<file path="src/rtl/AluCtrlSig_pkg.sv">
// Shared MIPS opcode/funct constants plus the stimulus-generator state type and LFSR helpers.
// Optional macro STIM_JUMP_EN widens the opcode mix to include J.
package AluCtrlSig_pkg;

  localparam logic [5:0] ADD_op  = 6'h00;
  localparam logic [5:0] J_op    = 6'h02;
  localparam logic [5:0] BEQ_op  = 6'h04;
  localparam logic [5:0] BNE_op  = 6'h05;
  localparam logic [5:0] ADDI_op = 6'h08;
  localparam logic [5:0] LW_op   = 6'h23;
  localparam logic [5:0] SW_op   = 6'h2B;

  localparam logic [5:0] ADD = 6'h20;
  localparam logic [5:0] SUB = 6'h22;
  localparam logic [5:0] AND = 6'h24;
  localparam logic [5:0] OR  = 6'h25;
  localparam logic [5:0] XOR = 6'h26;
  localparam logic [5:0] NOR = 6'h27;
  localparam logic [5:0] SLT = 6'h2A;

  localparam logic [31:0] LFSR_TAPS = 32'h80200003;

`ifdef STIM_JUMP_EN
  localparam int NOPS = 13;
`else
  localparam int NOPS = 12;
`endif

  typedef enum logic [2:0] {IDLE, ISSUE, WAIT, NEXT, DONE} stim_state_t;

  // Right-shifting Galois step: feedback bit is the LSB shifted out.
  function automatic logic [31:0] lfsr_next(input logic [31:0] q);
    return {1'b0, q[31:1]} ^ ({32{q[0]}} & LFSR_TAPS);
  endfunction

  function automatic logic [31:0] decode_inst(input logic [31:0] r);
    logic [3:0]  sel;
    logic [5:0]  funct;
    logic [31:0] w;
    sel   = 4'(r[3:0] % 4'(NOPS));
    funct = ADD;
    case (sel)
      4'd1:    funct = SUB;
      4'd2:    funct = AND;
      4'd3:    funct = OR;
      4'd4:    funct = NOR;
      4'd5:    funct = SLT;
      4'd6:    funct = XOR;
      default: ;
    endcase
    w = {ADD_op, r[8:4], r[13:9], r[18:14], 5'd0, funct};
    case (sel)
      4'd7:    w = {ADDI_op, r[8:4], r[13:9], r[31:16]};
      4'd8:    w = {LW_op, 5'd0, r[13:9], 11'd0, r[20:16]};
      4'd9:    w = {SW_op, 5'd0, r[13:9], 11'd0, r[20:16]};
      4'd10:   w = {BEQ_op, r[8:4], r[13:9], 12'd0, r[23:20]};
      4'd11:   w = {BNE_op, r[8:4], r[13:9], 12'd0, r[23:20]};
`ifdef STIM_JUMP_EN
      4'd12:   w = {J_op, 16'd0, r[31:22]};
`endif
      default: ;
    endcase
    return w;
  endfunction

endpackage

</file>
<file path="src/rtl/lfsr32.sv">
// 32-bit Galois LFSR: reset/load take the seed, adv steps once.
module lfsr32
  import AluCtrlSig_pkg::*;
(
  input  logic        clk,
  input  logic        reset,
  input  logic        load,
  input  logic        adv,
  input  logic [31:0] seed,
  output logic [31:0] q
);

  // NOTE: sequential state uses non-blocking assignments so every register samples pre-edge values.
  always_ff @(posedge clk) begin
    if (reset || load) q <= seed;
    else if (adv)      q <= lfsr_next(q);
  end

endmodule

</file>
<file path="src/rtl/mips_stim_gen.sv">
// Issues NUM_INST pseudo-random MIPS instructions with a pcEn strobe and scores each by op_done.
// Define STIM_JUMP_EN to include J instructions in the generated mix.
module mips_stim_gen
  import AluCtrlSig_pkg::*;
#(
  parameter int          NUM_INST = 16,
  parameter int          RESP_WIN = 4,
  parameter logic [31:0] SEED     = 32'hACE1_1234
) (
  input  logic        clk,
  input  logic        reset,
  input  logic        start,
  input  logic        op_done,
  output logic [31:0] inst,
  output logic        pcEn,
  output logic        busy,
  output logic        done,
  output logic [15:0] pass_cnt,
  output logic [15:0] fail_cnt
);

  localparam logic [31:0] SEED_EFF = (SEED == 32'h0) ? 32'h1 : SEED;

  stim_state_t state_q, state_d;
  logic [31:0] inst_q, inst_d;
  logic [15:0] inst_cnt_q, inst_cnt_d;
  logic [15:0] pass_q, pass_d;
  logic [15:0] fail_q, fail_d;
  logic [3:0]  win_q, win_d;
  logic [31:0] lfsr_q;
  logic        adv;
  logic        load;

  // The LFSR sits at SEED throughout IDLE; only a reset ever reloads it otherwise.
  assign load = (state_q == IDLE) && !adv;

  lfsr32 u_lfsr (
    .clk   (clk),
    .reset (reset),
    .load  (load),
    .adv   (adv),
    .seed  (SEED_EFF),
    .q     (lfsr_q)
  );

  // NOTE: every always_comb output gets a default first so no path leaves it unassigned (no latches).
  always_comb begin
    state_d    = state_q;
    inst_d     = inst_q;
    inst_cnt_d = inst_cnt_q;
    pass_d     = pass_q;
    fail_d     = fail_q;
    win_d      = win_q;
    adv        = 1'b0;
    case (state_q)
      IDLE, DONE: begin
        if (start) begin
          state_d    = ISSUE;
          inst_cnt_d = '0;
          pass_d     = '0;
          fail_d     = '0;
          adv        = 1'b1;
        end
      end
      ISSUE: begin
        state_d = WAIT;
        win_d   = 4'd1;
      end
      WAIT: begin
        if (op_done) begin
          if (pass_q != 16'hFFFF) pass_d = pass_q + 16'd1;
          state_d = NEXT;
        end else if (win_q == 4'(RESP_WIN)) begin
          if (fail_q != 16'hFFFF) fail_d = fail_q + 16'd1;
          state_d = NEXT;
        end else begin
          win_d = win_q + 4'd1;
        end
      end
      NEXT: begin
        inst_cnt_d = inst_cnt_q + 16'd1;
        if (inst_cnt_d == 16'(NUM_INST)) begin
          state_d = DONE;
        end else begin
          state_d = ISSUE;
          adv     = 1'b1;
        end
      end
      default: state_d = IDLE;
    endcase
    // Decode from the value the LFSR is about to take on this edge.
    if (adv) inst_d = decode_inst(lfsr_next(lfsr_q));
  end

  always_ff @(posedge clk) begin
    if (reset) begin
      state_q    <= IDLE;
      inst_q     <= '0;
      inst_cnt_q <= '0;
      pass_q     <= '0;
      fail_q     <= '0;
      win_q      <= '0;
    end else begin
      state_q    <= state_d;
      inst_q     <= inst_d;
      inst_cnt_q <= inst_cnt_d;
      pass_q     <= pass_d;
      fail_q     <= fail_d;
      win_q      <= win_d;
    end
  end

  assign inst     = inst_q;
  assign pcEn     = (state_q == ISSUE);
  assign busy     = (state_q == ISSUE) || (state_q == WAIT) || (state_q == NEXT);
  assign done     = (state_q == DONE);
  assign pass_cnt = pass_q;
  assign fail_cnt = fail_q;

endmodule

</file>
<file path="config.mk">
export PLATFORM = sky130hd
export DESIGN_NAME = mips_stim_gen
export DESIGN_NICKNAME = d
export VERILOG_FILES = /design/src/rtl/AluCtrlSig_pkg.sv /design/src/rtl/lfsr32.sv /design/src/rtl/mips_stim_gen.sv
export SDC_FILE = /design/constraint.sdc
export NUM_CORES = 1
export LEC_CHECK = 0
export CORE_ASPECT_RATIO = 0.5
export CORE_UTILIZATION = 45
export DETAILED_ROUTE_END_ITERATION = 16
export GPL_TIMING_DRIVEN = 0
export PLACE_DENSITY_LB_ADDON = 0.3
export SETUP_SLACK_MARGIN = 0.15
export SLEW_MARGIN = 20
export SYNTH_ARGS = -nofsm -noshare
export SYNTH_HDL_FRONTEND = slang
export SYNTH_HIERARCHICAL = 1
export SYNTH_SLANG_ARGS = --single-unit
</file>
<file path="constraint.sdc">
create_clock -name clk -period 5.8 [get_ports clk]
set_input_delay 1.16 -clock clk [delete_from_list [all_inputs] [get_ports clk]]
set_output_delay 1.16 -clock clk [all_outputs]
set_load 0.01 [all_outputs]
</file>
* Word-level counts from Yosys, hierarchy flattened *
Cells that the tools add are included.

cells by class
  add/subtract/negate cells = 4
  div/mod/pow operators = 1
  eq/ne operators = 27
  multiplexer cells = 22
  bitwise logic cells = 1
  reductions and logical operators = 15

operators by type and width
  cell                   count
  $pmux 32 s5            1
  $mux 16                6
  $pmux 16 s2            3
  $add 16x1->16 const B  3
  $ne 16x16->1 const B   2
  $xor 31x32->32         1
  $pmux 4 s6             1
  $eq 4x3->1 const B     5
  $eq 16x5->1 const B    1
  $eq 4x4->1 const B     4
  $ne 2x2->1 const B     7
  $mux 3                 4
  $pmux 3 s4             1
  $eq 4x2->1 const B     2
  $mux 4                 2
  $pmux 4 s2             1
  $eq 3x2->1 const B     2
  $reduce_bool 2->1      3
  $reduce_and 5->1       1
  $add 4x1->4 const B    1
  $eq 4x1->1 const B     1
  $mod 4x4->4 const B    1
  $reduce_and 2->1       2
  $reduce_and 4->1       1
  11 further kinds       14

word-level totals
  flip-flop bits (word level) = 119
  output and inout bits = 67
  logic and storage cells = 77

* Depth between registers and ports, before layout *
Gate-level depths: netlist of the first run.

  depth after elaboration = 7
  mapped depth = 12
  mapped depth without buffers = 9

* Cells and area by module *
The synthesis of the first run kept the hierarchy.

modules (own cells, without submodules)
  module         instances  cells each  area an instance (µm²)
  mips_stim_gen  1          546         4,428.0
  lfsr32         1          72          1,415.1

* Worst setup path before layout of the first run *
Ideal clock, no wire load.

  path type = register to register
  start point = register inst_cnt_q[4]
  end point = register u_lfsr.q[0], enable pin
  library setup time = 0.345 ns
  arrival = 3.111 ns
  required time = 5.455 ns
  setup slack = 2.344 ns
  cell stages (with the launch flop) = 12
  buffers on the path = 3
  period minus slack after synthesis = 3.456 ns
  cells stage by stage = dfxtp_1 > nand4_2 > or3_1 > buf_2 > or4b_1 > a211o_1 > o21a_1 > buf_6 > nor2_8 > inv_4 > buf_8 > or3_2

on the way
  word-level cells in the longest chain between the ends = 7

ends and longest elaborated chain
  element                 line                  source
  start, declared         mips_stim_gen.sv:26   logic [15:0] inst_cnt_q, inst_cnt_d;
  start signal, assigned  mips_stim_gen.sv:106  inst_cnt_q <= inst_cnt_d;
  $add 16x1->16 (*)       mips_stim_gen.sv:81   inst_cnt_d = inst_cnt_q + 16'd1;
  $eq 16x5->1 (*)         mips_stim_gen.sv:82   if (inst_cnt_d == 16'(NUM_INST)) begin
  $mux 1 (*)              mips_stim_gen.sv:82
  $pmux 1 s2 (*)          mips_stim_gen.sv:55   case (state_q)
  net adv                 mips_stim_gen.sv:31   logic adv;
  $logic_not 1->1         mips_stim_gen.sv:35   assign load = (state_q == IDLE) && !adv;
  $logic_and 1x1->1       mips_stim_gen.sv:35
  $logic_or 1x1->1        lfsr32.sv:15          if (reset || load) q <= seed;
  end signal, assigned    lfsr32.sv:16          else if (adv) q <= lfsr_next(q);
  end, declared           lfsr32.sv:10          output logic [31:0] q

Mark *: on every way through the listed nets, which the timed path passes. The rest lies on a longest branch.
A chain may end at the register's enable or synchronous reset.

* Final worst setup path of the first run *
  start point = register inst_cnt_q[0]
  end point = register u_lfsr.q[15], enable pin

The elaborated chain is that of the path after synthesis.

==> key figures, run 1 <==
Global route
  – Gr usage total: 0.224
  – Initial antenna violation count: 0
  – Largest net degree at the start of global routing: 33
  – Grt ovf: 0
  – Vias in the first global route: 4636
  – First-pass GRT wire length: 23.2 mm

Clock network
  – CTS Hold Bufs: 0
  – Reg clk slew, reported paths: 50 ps
  – Clk sinks: 117
  – Num CTS Buffers: 17
  – Max clock buf depth: 2
  – # Post-CTS Setup Buffers: 0
  – CTS resizes: 0
  – CTS tree: built
  – Htree depth: 4
  – Clk_lat worst skew: 420 ps
  – Root Buffer: clkbuf_16

Critical path
  – Worst-path fanout max: 32
  – Buf/Inv on CP: 3
  – CP cell instances: ha_1, nand3_1, nor4_1, mux2i_1, a211o_1, o21a_1, buf_6, nor2_8, inv_4, buf_8, or3_2
  – Crit path DAT: 3970 ps
  – Worst Setup Start Kind: register
  – CP max-delay cell: or3_2
  – Reg2reg setup slack: 1880 ps
  – Top delay family on crit path: simple AND/OR/NAND/NOR gates
  – CP Class: register to register
  – CP required: 5840 ps
  – Slowest stage delay, CP: 780 ps
  – Worst R2R Path Depth: 11
  – CP Capture Type: register
  – Worst reg2reg path endpoint: u_lfsr/q[15]
  – Reg2reg start: inst_cnt_q[0]

Floorplan
  – Initial core utilization: 0.478
  – Boundary Pins: 71
  – Die span in x: 163 µm
  – FP Rows: 28
  – Die Ht: 82.6 µm
  – Total core area: 12200 µm²
  – DIE AREA: 13500 µm²

Logic synthesis
  – Post-Syn Instances: 618
  – Area contributors post-synth: dfxtp_1 29%, edfxtp_1 16%, mux2_2 6.0%
  – Post-synthesis cell type count: 64
  – Most area-hungry cell type in the Yosys netlist: dfxtp_1
  – Post-Syn Area: 5840 µm²
  – Post-synthesis compound-gate area fraction: 0.146
  – Synth Warn #: 6
  – Number of synthesized flops with an enable pin: 32
  – Seq/Total Area, Yosys: 0.456
  – Post-synthesis adder-cell area fraction: 0.0150
  – Avg Inst Size Synth: 9.45 µm²
  – Synth Area in Simple Gates: 0.209
  – Synth Register Bits: 117
  – Async set-reset flop share out of synthesis: 0
  – Synth Area in XOR/XNOR: 0.0585
  – Top_reg_cell synth: dfxtp_1
  – Multiplexer share of the synthesized area: 0.0700
  – Main combinational cell family by area after synthesis: simple AND/OR/NAND/NOR gates
  – Synth top area share: 0.291

Power and ir drop
  – Leakage power: 2.73 nW
  – P per Cell Area: 447 nW/µm²
  – Peak VDD IR: 0.247 mV

Placement
  – Dpl ws: 1940 ps
  – I/O Buffers: 69
  – GP Congestion: 0.879
  – Post-DP HPWL: 10.0 mm

Layout
  – Area growth syn-to-layout: 27.3%
  – Layout cells sized above 1: 0.121
  – Antenna Cells: 0
  – Final Core Density: 0.608
  – Most frequent cells in the layout: 85 x dfxtp_1, 78 x nor2_1, 69 x clkdlybuf4s50_1
  – Nets: 748
  – Commonest non-fill, non-tap cell in the layout: dfxtp_1

Worst hold path
  – WHS Endpoint: inst[17]
  – Tightest Hold Check Type: register to register
  – Min-delay src: inst[17]
  – Min-Delay Path Depth: 2

Route
  – Antenna viol nets, final: 0
  – Total iterations of the first detailed-routing run: 10
  – DRC Markers: 0
  – Initial DRC Count: 389
  – WL per Instance: 15.8 µm
  – Drt total wl: 14.5 mm
  – DR vias: 5116
  – Via density per instance: 5.59

STA
  – # setup viols final: 0
  – RSZ-0062 raised after global routing: no
  – Final min period: 3920 ps
  – Period utilization: 0.677
  – Final hold violations: 0
  – Max Slew Vio Count: 0
  – Final WS setup: 1880 ps
  – Final TNS setup: 0 ps
  – Clock skew: 8.45 ps
  – Pin slew with the least headroom to its limit: 775 ps
  – Max Clock Freq: 255 MHz
  – Max_slew headroom: 0.484

Run
  – Max cap viols: 0

Run status
  – Status: completed
[Yosys cell counts (17+ instances only)]
library cell and n:
dfxtp_1 85, nor2_1 78, nand2_1 40, a21oi_1 37, edfxtp_1 32, mux2_2 31, clkbuf_1 30, xor2_1 29
nand3_1 28, o21ai_0 28, nor3_1 21, nand4_1 17
[worst max path at each step]
stage               slack [ps]     startpoint  cells after the start      endpoint
floorplan                 2340  inst_cnt_q[4]                     11   u_lfsr/q[0]
global placement          1920  inst_cnt_q[0]                     11   u_lfsr/q[0]
detailed placement        1940  inst_cnt_q[0]                     11   u_lfsr/q[1]
CTS                       1870  inst_cnt_q[0]                     11  u_lfsr/q[12]
global route              1580  inst_cnt_q[0]                     11  u_lfsr/q[22]
finish                    1880  inst_cnt_q[0]                     11  u_lfsr/q[15]
[per-layer routing]
metal,global-route usage,vias up,wire length (µm)
met5,0,-,0
met4,0.0804,0,208
met3,0.0559,26,870
met2,0.364,172,6830
met1,0.291,2445,6570
li1,-,2473,-
[through the flow]
step / std cells / hold slack (ps) / cell area [µm²] / total power, mW
final: 915 / 469 / 7440 / 3.32
after global routing: 915 / 491 / 7440 / 3.49
after global placement: 883 / 456 / 6860 / 2.26
after CTS: 915 / 471 / 7440 / 3.32
after detailed placement: 883 / 465 / 6860 / 2.28
after floorplan: 649 / 450 / 5960 / 1.89
[sequential cells by signal, summed over array words and instances, names as in the netlist]
name / flops
state_q: 3
u_lfsr/q: 32
fail_cnt: 16
pass_cnt: 16
win_q: 4
inst_cnt_q: 16
inst: 30
[final cells by class]
class / count / area (µm²)
Buffer: 40 / 210
Sequential cell: 117 / 2660
Fill cell: 1039 / 4790
Clock buffer: 22 / 474
Tap cell: 165 / 206
Multi-Input combinational cell: 480 / 3040
Timing Repair Buffer: 69 / 691
Inverter: 12 / 47.5
Clock inverter: 10 / 105
[cell families (layout without fill, tap and decap cells)]
logic type / count (synthesis) / in the layout
muxes: 36 / 36
DFF: 117 / 117
xor gates and xnor gates: 39 / 39
AOI/OAI and AO/OA: 122 / 122
other: 2 / 33
and+or+nand+nor: 243 / 243
adders and majority gates: 7 / 7
buffers and inverters: 52 / 153
[power breakdown]
group          internal, mW  total (mW)  switching (mW)
logic                 0.464        1.09           0.623
registers              1.06        1.20           0.141
clock network         0.661        1.04           0.374
total                  2.18        3.32            1.14
[tightest hold or removal path: stages, from the launching register on]
cell	delay, ps
dfxtp_1	300
nand3_1	60
a21oi_1	50
No activity file was read; power rests on OpenSTA's default activity.
==> inputs of run 2 (changes only) <==
==> constraint.sdc (replaced) <==
create_clock -name clk -period 4 [get_ports clk]
set_input_delay 0.8 -clock clk [delete_from_list [all_inputs] [get_ports clk]]
set_output_delay 0.8 -clock clk [all_outputs]
set_load 0.01 [all_outputs]
==> key figures, run 2 (synthesis results as in run 1) <==
Worst hold path
  – Tightest Hold Check Type: register to register
  – Min-delay src: inst[17]
  – Min-Delay Path Depth: 2
  – WHS Endpoint: inst[17]

Clock network
  – Max clock buf depth: 2
  – CTS tree: built
  – Clk_lat worst skew: 420 ps
  – # Post-CTS Setup Buffers: 0
  – CTS Hold Bufs: 0
  – Clk sinks: 117
  – Root Buffer: clkbuf_16
  – Reg clk slew, reported paths: 50 ps
  – Num CTS Buffers: 17
  – Htree depth: 4

Route
  – DRC Markers: 0
  – Initial DRC Count: 468
  – Total iterations of the first detailed-routing run: 5
  – WL per Instance: 15.9 µm
  – Drt total wl: 14.5 mm
  – Via density per instance: 5.61
  – Antenna viol nets, final: 0
  – DR vias: 5132

Global route
  – Grt ovf: 0
  – Largest net degree at the start of global routing: 33
  – Gr usage total: 0.224
  – Initial antenna violation count: 0
  – First-pass GRT wire length: 23.2 mm
  – Vias in the first global route: 4636

Critical path
  – Crit path DAT: 3710 ps
  – Worst Setup Start Kind: register
  – Worst R2R Path Depth: 12
  – Crit. Startpoint: inst_cnt_q[6]
  – CP Capture Type: register
  – Slowest stage delay, CP: 540 ps
  – Worst-path fanout max: 32
  – Worst reg2reg path endpoint: u_lfsr/q[15]
  – CP max-delay cell: or3_4
  – Reg2reg start: inst_cnt_q[6]
  – CP Class: register to register
  – CP cell instances: clkbuf_2, nand3_1, or3_1, buf_2, or4b_1, a211o_1, o21a_1, buf_6, nor2_8, inv_4, buf_8, or3_4
  – CP required: 4100 ps
  – Reg2reg setup slack: 390 ps

Power and ir drop
  – Seq pwr share: 0.361
  – Power Internal: 3.16 mW
  – Net Sw Power: 1.65 mW
  – Peak VDD IR: 0.357 mV
  – Logic pwr share: 0.328
  – Switching Share: 0.343
  – P per Cell Area: 647 nW/µm²
  – Clock power share: 0.311
  – Leakage power: 2.73 nW

Layout
  – Most frequent cells in the layout: 85 x dfxtp_1, 78 x nor2_1, 69 x clkdlybuf4s50_1
  – Reg with most FFs: u_lfsr/q
  – Commonest non-fill, non-tap cell in the layout: dfxtp_1
  – Layout cells sized above 1: 0.123
  – Antenna Cells: 0
  – Area of the multi-input gates: 3050 µm²
  – Area growth syn-to-layout: 27.4%
  – Fillers: 1038
  – Sequential cell area: 2660 µm²
  – Max FFs per register: 32
  – Nets: 748
  – Final Core Density: 0.609

Floorplan
  – Initial core utilization: 0.478
  – Boundary Pins: 71
  – Die Ht: 82.6 µm
  – Total core area: 12200 µm²
  – FP Rows: 28
  – DIE AREA: 13500 µm²
  – Die span in x: 163 µm

STA
  – Pin slew with the least headroom to its limit: 757 ps
  – # setup viols final: 0
  – Final hold violations: 0
  – Final TNS setup: 0 ps
  – Clock skew: 9.36 ps
  – Final min period: 3610 ps
  – Max Clock Freq: 277 MHz
  – RSZ-0062 raised after global routing: no
  – Period utilization: 0.901
  – Max Slew Vio Count: 0
  – Final WS setup: 394 ps
  – Max_slew headroom: 0.496

Placement
  – I/O Buffers: 69
  – Post-DP HPWL: 10.0 mm
  – GP Congestion: 0.879
  – Dpl ws: 138 ps

Run status
  – Status: completed

Run
  – Max cap viols: 0
[run 2: cell count changes in the layout (fill, tap and decap cells not counted)]
cell | previous run | this run
nor4_1 | 9 | 8
nor4_2 | 0 | 1
or3_2 | 1 | 0
or3_4 | 0 | 1
[run 2: worst max-delay path, delay by kind of cell (launching register included)]
kind | cells | cell delay (ps)
flip-flops | 1 | 300
AND/OR/NAND/NOR | 5 | 1720
AO/OA/AOI/OAI | 2 | 510
buffers and inverters | 5 | 740
[run 2: timing repair]
action,in CTS,in global routing
resized for setup,2,0
endpoints found under the hold margin,0,0
endpoints found under the setup margin,32,0
[run 2: final cells by class]
cell class / instances / share of cell area
multi-input cells: 480 / 0.410
flip-flops and latches: 117 / 0.358
repair buffers: 69 / 0.0928
clock buffers: 22 / 0.0637
plain buffers: 40 / 0.0282
well taps: 165 / 0.0277
clock inverters: 10 / 0.0141
inverters: 12 / 0.00639
[run 2: how the worst max path moves through the flow]
stage                   end  slack (ps)
3_3_place_gp    u_lfsr/q[0]         120
2_1_floorplan   u_lfsr/q[0]         540
5_1_grt        u_lfsr/q[22]         230
3_5_place_dp    u_lfsr/q[1]         140
6_report       u_lfsr/q[15]         390
4_1_cts        u_lfsr/q[12]         400
[run 2: power groups by stage]
stage	clock (mW)	combinational (mW)	sequential, mW
after floorplan	0	1.01	1.73
after global placement	0	1.53	1.75
after detailed placement	0	1.55	1.75
after CTS	1.52	1.57	1.73
after global routing	1.57	1.73	1.77
final	1.50	1.58	1.74
[run 2: per-layer routing]
metal / global-route usage / part of all wire / up-vias
met3: 0.0559 / 0.060 / 22
met2: 0.364 / 0.47 / 184
met1: 0.291 / 0.46 / 2454
li1: - / - / 2472
met4: 0.0804 / 0.013 / 0
met5: 0 / 0 / -
[run 2: metrics by stage]
step / hold slack [ps] / power [mW] / area, µm² / std cells
after global routing: 491 / 5.06 / 7450 / 915
after global placement: 456 / 3.27 / 6860 / 883
after detailed placement: 465 / 3.31 / 6860 / 883
after CTS: 471 / 4.82 / 7450 / 915
final: 469 / 4.82 / 7450 / 915
after floorplan: 450 / 2.74 / 5960 / 649
==> inputs of run 3 (changes only) <==
--- a/config.mk
+++ b/config.mk
@@ -5,8 +5,11 @@
 export SDC_FILE = /design/constraint.sdc
 export NUM_CORES = 1
 export LEC_CHECK = 0
+export CELL_PAD_IN_SITES_DETAIL_PLACEMENT = 0
+export CELL_PAD_IN_SITES_GLOBAL_PLACEMENT = 1
 export CORE_ASPECT_RATIO = 0.5
-export CORE_UTILIZATION = 45
+export CORE_UTILIZATION = 43
+export CTS_CLUSTER_SIZE = 20
 export DETAILED_ROUTE_END_ITERATION = 16
 export GPL_TIMING_DRIVEN = 0
 export PLACE_DENSITY_LB_ADDON = 0.3
==> key figures, run 3 (synthesis results as in run 1) <==
Route
  – DR vias: 5052
  – Initial DRC Count: 468
  – WL per Instance: 15.8 µm
  – Antenna viol nets, final: 0
  – Total iterations of the first detailed-routing run: 4
  – Via density per instance: 5.49
  – Drt total wl: 14.5 mm
  – DRC Markers: 0

Global route
  – Grt ovf: 0
  – Vias in the first global route: 4593
  – Largest net degree at the start of global routing: 33
  – Initial antenna violation count: 0
  – First-pass GRT wire length: 23.9 mm
  – Gr usage total: 0.216

Critical path
  – Worst Setup Start Kind: register
  – CP cell instances: nand4_2, or3_1, buf_2, or4b_1, a211o_1, o21a_1, buf_6, nor2_8, inv_4, buf_8, or3_4
  – CP max-delay cell: or3_4
  – CP Capture Type: register
  – Worst-path fanout max: 32
  – CP Class: register to register
  – Slowest stage delay, CP: 530 ps
  – Crit path DAT: 3640 ps
  – CP required: 4100 ps

Power and ir drop
  – Net Sw Power: 1.66 mW
  – Clock power share: 0.311
  – Peak VDD IR: 0.355 mV
  – P per Cell Area: 644 nW/µm²
  – Switching Share: 0.345
  – Seq pwr share: 0.359
  – Power Internal: 3.14 mW
  – Leakage power: 2.73 nW
  – Total power: 4.80 mW
  – Logic pwr share: 0.329

Clock network
  – CTS Hold Bufs: 0
  – Htree depth: 4
  – Clk sinks: 117
  – CTS resizes: 1
  – Num CTS Buffers: 17
  – # Post-CTS Setup Buffers: 0
  – Reg clk slew, reported paths: 60 ps
  – Max clock buf depth: 2
  – CTS tree: built
  – Root Buffer: clkbuf_16
  – Clk_lat worst skew: 410 ps

Layout
  – Antenna Cells: 0
  – Commonest non-fill, non-tap cell in the layout: dfxtp_1
  – Max FFs per register: 32
  – Final Core Density: 0.576
  – Layout cells sized above 1: 0.125
  – Area of the multi-input gates: 3050 µm²
  – Reg with most FFs: u_lfsr/q
  – Area growth syn-to-layout: 27.7%
  – Fillers: 1182
  – Most frequent cells in the layout: 85 x dfxtp_1, 78 x nor2_1, 69 x clkdlybuf4s50_1
  – Nets: 748
  – Sequential cell area: 2660 µm²

Placement
  – GP Congestion: 0.873
  – I/O Buffers: 69
  – Post-DP HPWL: 10.2 mm
  – Dpl ws: 20.2 ps

Floorplan
  – FP Rows: 29
  – Die span in x: 167 µm
  – Initial core utilization: 0.451
  – Boundary Pins: 71
  – Total core area: 13000 µm²
  – Die Ht: 84.4 µm
  – DIE AREA: 14100 µm²

STA
  – Max Clock Freq: 282 MHz
  – Final min period: 3550 ps
  – Max Slew Vio Count: 0
  – Final TNS setup: 0 ps
  – Final WS setup: 455 ps
  – Clock skew: 8.81 ps
  – Period utilization: 0.886
  – Max_slew headroom: 0.464
  – Final hold violations: 0
  – Pin slew with the least headroom to its limit: 805 ps
  – RSZ-0062 raised after global routing: no
  – # setup viols final: 0

Run
  – Max cap viols: 0

Worst hold path
  – Tightest Hold Check Type: register to register

Run status
  – Status: completed
==> run 3: changes by cell type in the layout (fill, tap and decap cells not counted), sizes merged <==
cell,delta
clkbuf,-2
clkinv,+2
bufinv,-1
inv,+1
==> run 3: per-layer routing <==
| metal | up-vias | GRT usage | routed length (µm) |
|---|---|---|---|
| li1 | 2482 | - | - |
| met1 | 2426 | 0.307 | 7310 |
| met2 | 128 | 0.333 | 6520 |
| met3 | 16 | 0.0415 | 586 |
| met4 | 0 | 0.0598 | 116 |
| met5 | - | 0 | 0 |
==> run 3: power groups by stage <==
stage	Clock [mW]	Sequential, mW	Combinational [mW]
2_1_floorplan	0	1.73	1.01
3_5_place_dp	0	1.75	1.57
5_1_grt	1.58	1.76	1.74
4_1_cts	1.52	1.72	1.58
3_3_place_gp	0	1.74	1.55
6_report	1.50	1.73	1.58
==> run 3: final cells by class <==
class	count	share of cell area
plain buffers	40	0.0282
clock buffers	20	0.0656
clock inverters	12	0.0132
inverters	12	0.00637
multi-input cells	480	0.409
flip-flops and latches	117	0.357
well taps	170	0.0285
repair buffers	69	0.0926
==> run 3: worst paths after layout <==
path	from	slack (ps)	cells after the start	end
worst min register to register	inst[17]	470	2	inst[17]
worst max-delay path	inst_cnt_q[4]	450	11	u_lfsr/q[27]
worst max register to register	inst_cnt_q[4]	450	11	u_lfsr/q[27]
worst min-delay path	inst[17]	470	2	inst[17]
==> run 3: critical path: cells and delay by family (launching register included) <==
family | cells | cell delay [ps]
compound gates | 2 | 510
buf+inv | 4 | 550
flops | 1 | 450
simple gates | 5 | 1700
==> run 3: metrics by stage <==
step                      hold WS, ps  std cells  cell area [µm²]
after floorplan                   450        649             5960
after global placement            455        888             6860
after detailed placement          456        888             6860
after CTS                         464        920             7460
after global routing              492        920             7460
final                             465        920             7460
